**config.mk**
```make
export PLATFORM = sky130hd
export DESIGN_NAME = decode_ctrl_flat
export DESIGN_NICKNAME = d
export VERILOG_FILES = /design/src/rtl/decode_ctrl_pkg.sv /design/src/rtl/decode_ctrl_if.sv /design/src/rtl/decode_ctrl_fifo.sv /design/src/rtl/decode_ctrl.sv /design/src/flat_wrapper.sv
export SDC_FILE = /design/constraint.sdc
export NUM_CORES = 1
export LEC_CHECK = 0
export BUFFER_PORTS_ARGS = -buffer_cell sky130_fd_sc_hd__buf_2
export CAP_MARGIN = 15
export CORE_MARGIN = 4
export CORE_UTILIZATION = 50
export CTS_CLUSTER_SIZE = 28
export DETAILED_ROUTE_END_ITERATION = 10
export PLACE_DENSITY = 0.75
export SLEW_MARGIN = 20
export SYNTH_ARGS = -nofsm -noshare
export SYNTH_HDL_FRONTEND = slang
export SYNTH_SLANG_ARGS = --single-unit
```
**constraint.sdc**
```tcl
create_clock -name clk -period 3.4 [get_ports clk]
set_input_delay 0.34 -clock clk [delete_from_list [all_inputs] [get_ports clk]]
set_output_delay 0.34 -clock clk [all_outputs]
set_load 0.02 [all_outputs]
```
**src/rtl/decode_ctrl_pkg.sv**
```systemverilog
// Shared types and widths for the decode control slice: fetch packet layout and
// decode-control FSM states.
package decode_ctrl_pkg;

  localparam int unsigned ADDR_WIDTH = 32;

  typedef struct packed {
    logic [31:0]           instr;
    logic [ADDR_WIDTH-1:0] pc;
    logic                  guess;
    logic [ADDR_WIDTH-1:0] pred;
    logic                  epoch;
  } fetch_pkt_t;

  typedef enum logic {
    DC_RUN,
    DC_REFILL
  } dec_ctrl_state_e;

endpackage

```
**src/rtl/decode_ctrl_if.sv**
```systemverilog
// Bundle of the fetch, decoder, rename, redirect and flush signals around decode_ctrl.
// The slave modport is the decode_ctrl view; master is the surrounding pipeline.
interface decode_ctrl_if
  import decode_ctrl_pkg::*;
#(
  parameter int unsigned CNT_W = 16
);

  logic                  i_fetch_valid;
  logic                  o_fetch_ready;
  logic [31:0]           i_fetch_instr;
  logic [ADDR_WIDTH-1:0] i_fetch_pc;
  logic                  i_fetch_guess;
  logic [ADDR_WIDTH-1:0] i_fetch_pred;
  logic                  i_fetch_epoch;
  logic [31:0]           o_dec_instr;
  logic [ADDR_WIDTH-1:0] o_dec_pc;
  logic                  o_dec_guess;
  logic [ADDR_WIDTH-1:0] o_dec_pred;
  logic                  i_dec_inconsistent;
  logic [ADDR_WIDTH-1:0] i_dec_new_pc;
  logic                  o_out_valid;
  logic                  i_out_ready;
  logic                  o_redirect_valid;
  logic [ADDR_WIDTH-1:0] o_redirect_pc;
  logic                  o_epoch;
  logic                  i_flush;
  logic [CNT_W-1:0]      o_redirect_cnt;

  modport slave (
    input  i_fetch_valid, i_fetch_instr, i_fetch_pc, i_fetch_guess, i_fetch_pred,
           i_fetch_epoch, i_dec_inconsistent, i_dec_new_pc, i_out_ready, i_flush,
    output o_fetch_ready, o_dec_instr, o_dec_pc, o_dec_guess, o_dec_pred,
           o_out_valid, o_redirect_valid, o_redirect_pc, o_epoch, o_redirect_cnt
  );

  modport master (
    output i_fetch_valid, i_fetch_instr, i_fetch_pc, i_fetch_guess, i_fetch_pred,
           i_fetch_epoch, i_dec_inconsistent, i_dec_new_pc, i_out_ready, i_flush,
    input  o_fetch_ready, o_dec_instr, o_dec_pc, o_dec_guess, o_dec_pred,
           o_out_valid, o_redirect_valid, o_redirect_pc, o_epoch, o_redirect_cnt
  );

endinterface

```
**src/rtl/decode_ctrl_fifo.sv**
```systemverilog
// Synchronous FIFO of fetch packets with a single-cycle clear; the head is read
// from registered storage, so a push is visible no earlier than the next cycle.
module fetch_pkt_fifo
  import decode_ctrl_pkg::*;
#(
  parameter int unsigned DEPTH = 4
) (
  input  logic                     clk,
  input  logic                     rst,
  input  logic                     clear,
  input  logic                     push,
  input  logic                     pop,
  input  fetch_pkt_t               din,
  output fetch_pkt_t               head,
  output logic                     empty,
  output logic [$clog2(DEPTH):0]   count
);

  localparam int unsigned PW = $clog2(DEPTH);
  localparam int unsigned CW = PW + 1;

  fetch_pkt_t        mem [DEPTH];
  logic [PW-1:0]     wr_ptr;
  logic [PW-1:0]     rd_ptr;

  always_ff @(posedge clk) begin
    if (rst || clear) begin
      wr_ptr <= '0;
      rd_ptr <= '0;
      count  <= '0;
    end else begin
      if (push) wr_ptr <= wr_ptr + 1'b1;
      if (pop)  rd_ptr <= rd_ptr + 1'b1;
      count <= count + CW'(push) - CW'(pop);
    end
  end

  // Storage needs no reset: pointers and count alone define occupancy.
  always_ff @(posedge clk) begin
    if (push) mem[wr_ptr] <= din;
  end

  assign empty = (count == '0);
  assign head  = empty ? '0 : mem[rd_ptr];

endmodule

```
**src/rtl/decode_ctrl.sv**
```systemverilog
// Front-end decode sequencer: buffers fetch packets, feeds the decoder head,
// and issues fetch redirects with epoch-based squashing on branch inconsistency.
module decode_ctrl
  import decode_ctrl_pkg::*;
#(
  parameter int unsigned DEPTH = 4,
  parameter int unsigned CNT_W = 16
) (
  input  logic          clk,
  input  logic          rst,
  decode_ctrl_if.slave  bus
);

  localparam int unsigned CW = $clog2(DEPTH) + 1;

  dec_ctrl_state_e       state;
  logic                  epoch;
  logic                  redir_valid;
  logic [ADDR_WIDTH-1:0] redir_pc;
  logic [CNT_W-1:0]      redir_cnt;

  fetch_pkt_t            din;
  fetch_pkt_t            head;
  logic                  empty;
  logic [CW-1:0]         count;

  logic                  fetch_ready;
  logic                  push;
  logic                  out_valid;
  logic                  pop;
  logic                  redirect;
  logic                  clear;

  assign fetch_ready = (count < CW'(DEPTH));
  assign push        = bus.i_fetch_valid && fetch_ready && (bus.i_fetch_epoch == epoch);
  // Every buffered entry carries the current epoch; the tag check is a cheap guard only.
  assign out_valid   = !empty && (state == DC_RUN) && (head.epoch == epoch);
  assign pop         = out_valid && bus.i_out_ready && !bus.i_flush;
  assign redirect    = pop && bus.i_dec_inconsistent;
  assign clear       = bus.i_flush || redirect;

  assign din = '{
    instr: bus.i_fetch_instr,
    pc:    bus.i_fetch_pc,
    guess: bus.i_fetch_guess,
    pred:  bus.i_fetch_pred,
    epoch: bus.i_fetch_epoch
  };

  fetch_pkt_fifo #(
    .DEPTH (DEPTH)
  ) u_fifo (
    .clk   (clk),
    .rst   (rst),
    .clear (clear),
    .push  (push),
    .pop   (pop),
    .din   (din),
    .head  (head),
    .empty (empty),
    .count (count)
  );

  always_ff @(posedge clk) begin
    if (rst) begin
      state       <= DC_RUN;
      epoch       <= 1'b0;
      redir_valid <= 1'b0;
      redir_pc    <= '0;
      redir_cnt   <= '0;
    end else begin
      redir_valid <= 1'b0;
      if (bus.i_flush) begin
        epoch <= ~epoch;
        state <= DC_REFILL;
      end else if (redirect) begin
        redir_valid <= 1'b1;
        redir_pc    <= bus.i_dec_new_pc;
        epoch       <= ~epoch;
        state       <= DC_REFILL;
        if (redir_cnt != '1) redir_cnt <= redir_cnt + 1'b1;
      end else if (state == DC_REFILL && push) begin
        state <= DC_RUN;
      end
    end
  end

  assign bus.o_fetch_ready    = fetch_ready;
  assign bus.o_dec_instr      = head.instr;
  assign bus.o_dec_pc         = head.pc;
  assign bus.o_dec_guess      = head.guess;
  assign bus.o_dec_pred       = head.pred;
  assign bus.o_out_valid      = out_valid;
  assign bus.o_redirect_valid = redir_valid;
  assign bus.o_redirect_pc    = redir_pc;
  assign bus.o_epoch          = epoch;
  assign bus.o_redirect_cnt   = redir_cnt;

endmodule
```
**src/flat_wrapper.sv**
```systemverilog
// flat-port wrapper written by rule: the top's interface ports become plain ports
module decode_ctrl_flat import decode_ctrl_pkg::*;
#(
  parameter int unsigned DEPTH = 4,
  parameter int unsigned CNT_W = 16
)
  (clk, rst, bus_i_fetch_valid, bus_i_fetch_instr, bus_i_fetch_pc, bus_i_fetch_guess, bus_i_fetch_pred, bus_i_fetch_epoch, bus_i_dec_inconsistent, bus_i_dec_new_pc, bus_i_out_ready, bus_i_flush, bus_o_fetch_ready, bus_o_dec_instr, bus_o_dec_pc, bus_o_dec_guess, bus_o_dec_pred, bus_o_out_valid, bus_o_redirect_valid, bus_o_redirect_pc, bus_o_epoch, bus_o_redirect_cnt);
  decode_ctrl_if #(.CNT_W(CNT_W)) bus_i ();
  input  logic clk;
  input  logic rst;
  input wire logic [$bits(bus_i.i_fetch_valid)-1:0] bus_i_fetch_valid;
  input wire logic [$bits(bus_i.i_fetch_instr)-1:0] bus_i_fetch_instr;
  input wire logic [$bits(bus_i.i_fetch_pc)-1:0] bus_i_fetch_pc;
  input wire logic [$bits(bus_i.i_fetch_guess)-1:0] bus_i_fetch_guess;
  input wire logic [$bits(bus_i.i_fetch_pred)-1:0] bus_i_fetch_pred;
  input wire logic [$bits(bus_i.i_fetch_epoch)-1:0] bus_i_fetch_epoch;
  input wire logic [$bits(bus_i.i_dec_inconsistent)-1:0] bus_i_dec_inconsistent;
  input wire logic [$bits(bus_i.i_dec_new_pc)-1:0] bus_i_dec_new_pc;
  input wire logic [$bits(bus_i.i_out_ready)-1:0] bus_i_out_ready;
  input wire logic [$bits(bus_i.i_flush)-1:0] bus_i_flush;
  output wire logic [$bits(bus_i.o_fetch_ready)-1:0] bus_o_fetch_ready;
  output wire logic [$bits(bus_i.o_dec_instr)-1:0] bus_o_dec_instr;
  output wire logic [$bits(bus_i.o_dec_pc)-1:0] bus_o_dec_pc;
  output wire logic [$bits(bus_i.o_dec_guess)-1:0] bus_o_dec_guess;
  output wire logic [$bits(bus_i.o_dec_pred)-1:0] bus_o_dec_pred;
  output wire logic [$bits(bus_i.o_out_valid)-1:0] bus_o_out_valid;
  output wire logic [$bits(bus_i.o_redirect_valid)-1:0] bus_o_redirect_valid;
  output wire logic [$bits(bus_i.o_redirect_pc)-1:0] bus_o_redirect_pc;
  output wire logic [$bits(bus_i.o_epoch)-1:0] bus_o_epoch;
  output wire logic [$bits(bus_i.o_redirect_cnt)-1:0] bus_o_redirect_cnt;
  assign bus_i.i_fetch_valid = bus_i_fetch_valid;
  assign bus_i.i_fetch_instr = bus_i_fetch_instr;
  assign bus_i.i_fetch_pc = bus_i_fetch_pc;
  assign bus_i.i_fetch_guess = bus_i_fetch_guess;
  assign bus_i.i_fetch_pred = bus_i_fetch_pred;
  assign bus_i.i_fetch_epoch = bus_i_fetch_epoch;
  assign bus_i.i_dec_inconsistent = bus_i_dec_inconsistent;
  assign bus_i.i_dec_new_pc = bus_i_dec_new_pc;
  assign bus_i.i_out_ready = bus_i_out_ready;
  assign bus_i.i_flush = bus_i_flush;
  assign bus_o_fetch_ready = bus_i.o_fetch_ready;
  assign bus_o_dec_instr = bus_i.o_dec_instr;
  assign bus_o_dec_pc = bus_i.o_dec_pc;
  assign bus_o_dec_guess = bus_i.o_dec_guess;
  assign bus_o_dec_pred = bus_i.o_dec_pred;
  assign bus_o_out_valid = bus_i.o_out_valid;
  assign bus_o_redirect_valid = bus_i.o_redirect_valid;
  assign bus_o_redirect_pc = bus_i.o_redirect_pc;
  assign bus_o_epoch = bus_i.o_epoch;
  assign bus_o_redirect_cnt = bus_i.o_redirect_cnt;
  decode_ctrl #(.DEPTH(DEPTH), .CNT_W(CNT_W)) u_core (.clk(clk), .rst(rst), .bus(bus_i));
endmodule
```
==> Word level (Yosys, flattened, before mapping) <==
Memory sizes are Yosys's and may differ from the RTL's. A register that Yosys moved wholly into a read port is not among the register bits.
Cells that the tools add are included.
{ "classes": {"reduce_logical": 18, "bitwise_logic": 3, "mux": 11, "order_cmp": 1, "add_sub_neg": 5, "eq_ne": 3} }
{ "op_table": {"columns": ["operator", "n"], "rows": [
  ["$mux W98", 1],
  ["$add A16 B1 Y16 const B", 1],
  ["$ne A16 B16 Y1 const B", 1],
  ["$logic_and A1 B1 Y1", 8],
  ["$mux W1", 8],
  ["$add A2 B1 Y2 const B", 2],
  ["$mux W2", 2],
  ["$add A3 B1 Y3", 1],
  ["$logic_not A3 Y1", 1],
  ["$lt A3 B3 Y1 const B", 1],
  ["$not A1 Y1", 3],
  ["$reduce_and A3 Y1", 1],
  ["$reduce_bool A3 Y1", 1],
  ["$sub A3 B1 Y3", 1],
  ["$eq A1 B1 Y1", 2],
  ["$logic_not A1 Y1", 2],
  ["$logic_or A1 B1 Y1", 2],
  ["$reduce_and A2 Y1", 1],
  ["$reduce_bool A2 Y1", 1],
  ["$reduce_or A2 Y1", 1]
]} }
{ "totals": {"inputBits": 136, "wordCells": 50, "output_inout_bits": 149, "n_memories": 1, "ramBits": 392, "register_bits": 58} }
{ "memory_table": {"columns": ["memory", "depth", "word_bits", "rd", "rd_clocked_by_memory_dff", "write_ports", "line_no", "rtl"], "rows": [
  ["u_core.u_fifo.mem", 4, 98, 1, 1, 1, "decode_ctrl_fifo.sv:22", "fetch_pkt_t mem [DEPTH];"]
]} }

==> Logic depth before layout (Yosys ltp) <==
Gate-level depths: netlist of the first run.
{ "logic_depth": {"ltp_word": 10, "depth_mapped": 13, "ltp_nobuf": 12} }

==> Cells and area by module <==
A second synthesis of the first run with hierarchy kept.
{ "unflattened": {"hier_cells": 934, "area_unflattened_um2": 17396.7} }
{ "modules_own_cells": {"columns": ["mod", "cells_each", "area_each_um2", "instances", "seq_area_each_um2"], "rows": [
  ["fetch_pkt_fifo", 667, 15222.1, 1, 11951.5],
  ["decode_ctrl", 267, 2174.6, 1, 1021.0]
]} }

==> Worst setup path after synthesis of the first run <==
No wires, ideal clock.
{ "synth_path": {"kind": "register to register", "start": "register u_core.epoch, in the netlist u_core.bus.o_epoch", "end": "memory u_core.u_fifo.mem[1][0] in the netlist's numbering, enable pin", "arrival_time_ps": 3420, "n_path_buf": 1, "setup_time_ps": 468, "t_required_ps": 2932, "path_stages_with_launch": 5, "slack_ps": -488, "synth_period_minus_slack_ps": 3888, "cell_sequence": "dfxtp_1 -> xnor2_1 -> and3_1 -> clkbuf_1 -> and2_1"} }
{ "synth_via": {"elab_chain_len": 4} }
{ "synth_lines": {"columns": ["element", "line_no", "rtl"], "rows": [
  ["start, declared", "decode_ctrl.sv:17", "logic epoch;"],
  ["start signal, assigned", "decode_ctrl.sv:74", "epoch <= ~epoch;"],
  ["start signal, assigned", "decode_ctrl.sv:79", "epoch <= ~epoch;"],
  ["$eq A1 B1 Y1", "decode_ctrl.sv:35", "assign push = bus.i_fetch_valid && fetch_ready && (bus.i_fetch_epoch == epoch);"],
  ["$logic_and A1 B1 Y1", "decode_ctrl.sv:35", null],
  ["$mux W1", "decode_ctrl_fifo.sv:40", "if (push) mem[wr_ptr] <= din;"],
  ["$mux W1 (implied by the code)", "decode_ctrl_fifo.sv:40", null],
  ["end, declared", "decode_ctrl_fifo.sv:22", null]
]} }
No other way between the ends.

==> flow_summary.yaml, run 1 <==
worst_setup_path:
  cp-endpoint: "bus_o_dec_pc[19]"
  critPathMaxStageDelay_ps: 600
  path_cells: "buf_12 > mux4_2 > nor2b_1 > buf_2"
  critPathBufInv: 2
  reg2regPathDepth: 12
  critPathMaxFanout: 97
  critPathRequiredTime_ps: 3060
  reg2reg_to: "u_core.u_fifo.count[2]$_SDFF_PP0_"
  cp_num_cells: 4
  cp.arrival_ps: 2530
  startpoint_type: "flip-flop"
  endpoint_kind: "primary output"
  critPathKind: "reg2out"
  path_delay_family: "buffers and inverters"
  cp_slowest_cell: "buf_12"
  r2r_slack_ps: 690
power:
  peakVddDrop_v: 0.000460
  powerDensity_nw_per_um2: 553
  total_power_mw: 11.5
  leakage_nw: 7.20
clocking:
  cts_tree: "done"
  cts_made_buffers: 46
  clock_tree.htree_level_count: 2
  clockBufferDepth: 3
  root_buffer: "clkbuf_16"
  clk_pin_slew_ps: 60
  clk_latency_ps: 530
  clock_sinks: 452
global_route:
  grt_usage_pct: 18.1
  antenna_found_initial: 5
  grt_overflow_total: 0
  grt_max_degree: 98
  grt_pass1_vias: 9551
  grt_pass1_wl_mm: 54.3
layout:
  final_cell_mix: "392 x edfxtp_1, 284 x buf_2, 101 x nor2b_1"
  fill_cells: 2439
  area_growth_pct: 20.2
  fin_nets: 1373
  utilization_pct: 61.4
  drive_above_1_share_pct: 37.7
  layout_commonest_cell: "edfxtp_1"
timing:
  drv_slew: 0
  skew_ps: 12.2
  finalHoldViolCount: 0
  tightest_slew_ps: 838
  relSlewSlack_pct: 44.2
  fin_crit_ps: 2870
  finalSetupViolCount: 0
  fin_crit_sh_pct: 84.4
  fmax_mhz: 348
  grt_setup_unrepaired: "false"
  setup_tns_ps: 0
detailed_routing:
  drt_wl_total_mm: 34.5
  first_iter_violations: 568
  detail_route.wl_per_cell_um: 20.1
  firstDrtPassIters: 4
  vias_per_cell: 5.41
  post-route-drc-count: 0
  postRouteAntennaNets: 0
  vias: 9283
yosys:
  yosys.area.top_type: "edfxtp_1"
  synth_top_area_share_pct: 68.2
  ys_top_cells_by_area: "edfxtp_1 68%, mux4_2 13%, dfxtp_1 7.0%"
  syn_inst: 925
  yosysSeqAreaShare_pct: 75.2
  syn_area_um2: 17300
  yosysWarnings: 0
  synth_seq_cells: 452
  synth_cell_type_count: 37
  synth.avg_cell_area_um2: 18.7
  syn-num-nets: 1069
hold_path:
  hp-class: "in2reg"
outcome:
  status: "finished clean"
die:
  core_um2: 33800
  die_y_um: 194
  rows: 67
  die-width_um: 194
  start_util_pct: 51.1
  io-pin-count: 285
  die-area_um2: 37600
placement:
  io_buffers: 284
  place.gp.congestion: 0.831
  dp_hpwl_mm: 21.1
flow_run:
  cap_viol_max_count: 0
## report_power, final
group | total, mW | internal, mW | switching, mW
clock | 4.68 | 2.76 | 1.92
sequential | 6.19 | 6.16 | 0.0313
combinational | 0.601 | 0.251 | 0.350
## per-stage QoR
stage | instance area, um2 | instances | setup slack, ps | hold WS (ps)
after floorplan | 17300 | 925 | 592 | 419
after global placement | 19300 | 1622 | 668 | 438
after detailed placement | 19300 | 1622 | 661 | 445
after CTS | 20700 | 1713 | 435 | 0.00214
after global routing | 20700 | 1714 | 340 | 3.13
final | 20800 | 1716 | 530 | 22.5
## final cells by class
class / instances / area (um2) / area share, %
diodes: 3 / 7.51 / 0.0362
repair buffers: 308 / 1690 / 8.16
clock inverters: 25 / 196 / 0.947
multi-input cells: 412 / 4060 / 19.6
well taps: 448 / 561 / 2.70
clock buffers: 59 / 1220 / 5.88
flip-flops and latches: 452 / 13000 / 62.6
inverters: 9 / 33.8 / 0.163
## per-layer routing
metal | vias to the layer above | part of all wire [%] | track usage (%)
met2 | 305 | 50 | 30.9
li1 | 4238 | - | -
met5 | - | 0.13 | 0
met3 | 61 | 7.4 | 4.69
met4 | 8 | 2.0 | 4.48
met1 | 4671 | 40 | 23.5
## state kept, by name, indices dropped and copies added (netlist names), named ones only
signal                       count
u_core.u_fifo.mem              392
u_core.bus.o_redirect_pc        32
u_core.bus.o_redirect_cnt       16
u_core.u_fifo.count              3
u_core.u_fifo.rd_ptr             2
u_core.u_fifo.wr_ptr             2
u_core.bus.o_epoch               1
u_core.bus.o_redirect_valid      1
u_core.state                     1
## worst min-delay path by stage
stage                                               from                                        end  slack [ps]  cells after the start
2_1_floorplan                                bus_i_flush          u_core.u_fifo.count[1]$_SDFF_PP0_         420                      1
3_3_place_gp   u_core.bus.o_redirect_pc[21]$_SDFFE_PP0P_  u_core.bus.o_redirect_pc[21]$_SDFFE_PP0P_         440                      2
3_5_place_dp   u_core.bus.o_redirect_pc[29]$_SDFFE_PP0P_  u_core.bus.o_redirect_pc[29]$_SDFFE_PP0P_         450                      2
4_1_cts                             bus_i_fetch_pred[29]         u_core.u_fifo.mem[3][30]$_DFFE_PP_       0.002                      1
5_1_grt                            bus_i_fetch_instr[31]         u_core.u_fifo.mem[1][97]$_DFFE_PP_           3                      1
6_report                              bus_i_fetch_pc[22]         u_core.u_fifo.mem[0][56]$_DFFE_PP_          20                      1
## cells in the mapped netlist (all sizes together)
| cell type | instances |
|---|---|
| nor2 | 17 |
| o31ai | 9 |
| nand4 | 4 |
| or4 | 8 |
| and2 | 6 |
| nor3 | 3 |
| xor2 | 3 |
| nand2 | 73 |
| a21oi | 47 |
| or3 | 4 |
| nor2b | 101 |
| mux4 | 98 |
| and3 | 2 |
| o21ai | 2 |
| xnor2 | 5 |
| ha | 7 |
| and4bb | 1 |
| a31o | 1 |
| clkbuf | 42 |
| dfxtp | 60 |
| or4b | 1 |
| o41ai | 1 |
| nor4 | 3 |
| mux2i | 1 |
| mux2 | 3 |
| inv | 9 |
| buf | 10 |
| nand3b | 1 |
| fa | 1 |
| nand3 | 8 |
| edfxtp | 392 |
| and4 | 2 |
## logic make-up after synthesis
group / count (synthesis) / synth area share [%]
XOR/XNOR: 8 / 0.515
buffers and inverters: 61 / 1.45
flip-flops: 452 / 75.2
adder cells (fa/ha/maj): 8 / 0.623
AND/OR/NAND/NOR: 234 / 7.29
AO/OA/AOI/OAI: 60 / 1.91
multiplexers: 102 / 13.0
## what timing repair did
item / CTS / global route
resized for setup: 0 / 0
endpoints found under the hold margin: 28 / 0
hold buffers: 7 / 0
buffers inserted: 0 / 0
(Power assumes the default switching activity.)
==> inputs of run 2 (changes only) <==
Clock period 3.4 ns to 2.53 ns, I/O delays scaled along.
==> run 2 against run 1 <==
Against the previous run: cell count grew 8.4%; worst setup slack lost 530 ps; flip-flop and latch count is the same; clock skew grew 7.4 ps; core utilization grew 5.1 points; largest power group unchanged; highest routed layer unchanged.
==> flow_summary.yaml, run 2 (synthesis results as in run 1) <==
global_route:
  antenna_found_initial: 4
  grt_pass1_vias: 10700
  grt_usage_pct: 20.8
  grt_overflow_total: 0
  grt_max_degree: 98
  grt_pass1_wl_mm: 61.5
timing:
  relSlewSlack_pct: 61.9
  fmax_mhz: 396
  fin_crit_sh_pct: 99.8
  finalSetupViolCount: 0
  setup_ws_ps: 4.48
  grt_setup_unrepaired: "true"
  finalHoldViolCount: 0
  setup_tns_ps: 0
  holdWs_ps: 171
  drv_slew: 0
  fin_crit_ps: 2530
  skew_ps: 19.6
  tightest_slew_ps: 571
die:
  io-pin-count: 285
  die-width_um: 194
  die-area_um2: 37600
  core_um2: 33800
  rows: 67
  start_util_pct: 51.1
  die_y_um: 194
detailed_routing:
  firstDrtPassIters: 5
  drt_wl_total_mm: 39.4
  first_iter_violations: 653
  vias_per_cell: 5.37
  postRouteAntennaNets: 0
  post-route-drc-count: 0
  vias: 9983
  detail_route.wl_per_cell_um: 21.2
layout:
  layout_commonest_cell: "edfxtp_1"
  utilization_pct: 66.5
  regMostFlops: "u_core.u_fifo.mem"
  final_cell_area_um2: 22500
  regArea_um2: 13000
  area_growth_pct: 30.2
  final_cell_mix: "392 x edfxtp_1, 279 x buf_2, 131 x dlygate4sd3_1"
  largest_reg_flops: 392
  drive_above_1_share_pct: 36.1
  fin_nets: 1516
  multi_input_area_um2: 4090
  fill_cells: 2207
clocking:
  root_buffer: "clkbuf_16"
  clock_sinks: 452
  clock_tree.htree_level_count: 2
  cts_made_buffers: 46
  clockBufferDepth: 3
  clk_pin_slew_ps: 60
  cts_tree: "done"
  clk_latency_ps: 570
outcome:
  status: "finished clean"
placement:
  io_buffers: 284
  dp_slack_ps: -49.1
  dp_hpwl_mm: 22.3
  place.gp.congestion: 0.809
  postPlaceCellArea_um2: 19400
power:
  powerDensity_nw_per_um2: 706
  peakVddDrop_v: 0.000784
  leakage_nw: 7.90
worst_setup_path:
  critPathMaxFanout: 2
  startpoint_type: "flip-flop"
  critPathKind: "reg2reg"
  endpoint_kind: "flip-flop"
  cp.arrival_ps: 2960
  critPathRequiredTime_ps: 2970
flow_run:
  cap_viol_max_count: 0
hold_path:
  hp-class: "in2reg"
## run 2: changes by cell type in the layout (fill, tap and decap cells not counted), moves of 4 or more
cell / delta
buf_2: -5
clkbuf_1: -4
buf_16: +7
buf_12: +5
dlygate4sd3_1: +124
clkinvlp_4: +4
buf_4: +7
## run 2: path summary, 6_finish.rpt
kind,start,to,slack (ps),depth (start not counted)
setup reg to reg,flip-flop,u_core.u_fifo.count[2]$_SDFF_PP0_,4,12
hold / removal,rst,u_core.bus.o_redirect_valid$_SDFF_PP0_,170,2
setup / recovery,flip-flop,u_core.u_fifo.count[2]$_SDFF_PP0_,4,12
hold reg to reg,u_core.bus.o_redirect_pc[20]$_SDFFE_PP0P_,u_core.bus.o_redirect_pc[20]$_SDFFE_PP0P_,450,2
## run 2: through the flow
step | total power, mW | std cells
2_1_floorplan | 8.92 | 925
3_3_place_gp | 9.29 | 1634
3_5_place_dp | 9.32 | 1634
4_1_cts | 16.0 | 1855
5_1_grt | 16.4 | 1859
6_report | 15.9 | 1860
## run 2: cell type report
class / count / area share [%]
inverter: 9 / 0.150
clock inverter: 29 / 1.06
tap: 448 / 2.49
clock buffer: 56 / 5.43
antenna: 3 / 0.0334
timing repair buffer: 451 / 14.8
multi-input combinational: 412 / 18.2
sequential: 452 / 57.8
## run 2: critical path, stage by stage, from the launching register on
cell and delay, ps:
dfxtp_4 360, mux4_2 550, xnor2_4 160, nand3_2 100, nor2_2 90, ha_1 220, inv_1 50, ha_1 150
inv_2 40, fa_2 340, xnor2_2 140, xnor2_1 140, nor2_1 50
## run 2: repair_timing
| action | in CTS | in global routing |
|---|---|---|
| endpoints found under the hold margin | 425 | 0 |
| hold buffers | 131 | 0 |
| gates cloned | 4 | 2 |
| setup buffers | 1 | 0 |
| endpoints found under the setup margin | 98 | 39 |
| pin swaps | 4 | 1 |
| gates resized for setup | 12 | 14 |
## run 2: power breakdown
| group | total [mW] | internal [mW] | switching, mW |
|---|---|---|---|
| Clock | 6.50 | 3.75 | 2.75 |
| Combinational | 1.03 | 0.497 | 0.532 |
| Sequential | 8.32 | 8.28 | 0.0446 |
| Total | 15.9 | 12.5 | 3.33 |
## run 2: layer usage
layer / global-route usage [%] / vias to the layer above / wire length (um) / part of all wire, %
met5: 0 / - / 13 / 0.033
met4: 5.98 / 2 / 920 / 2.3
met3: 6.45 / 66 / 3290 / 8.3
met2: 35.3 / 375 / 20100 / 51
met1: 26.1 / 5025 / 15200 / 38
li1: - / 4515 / - / -
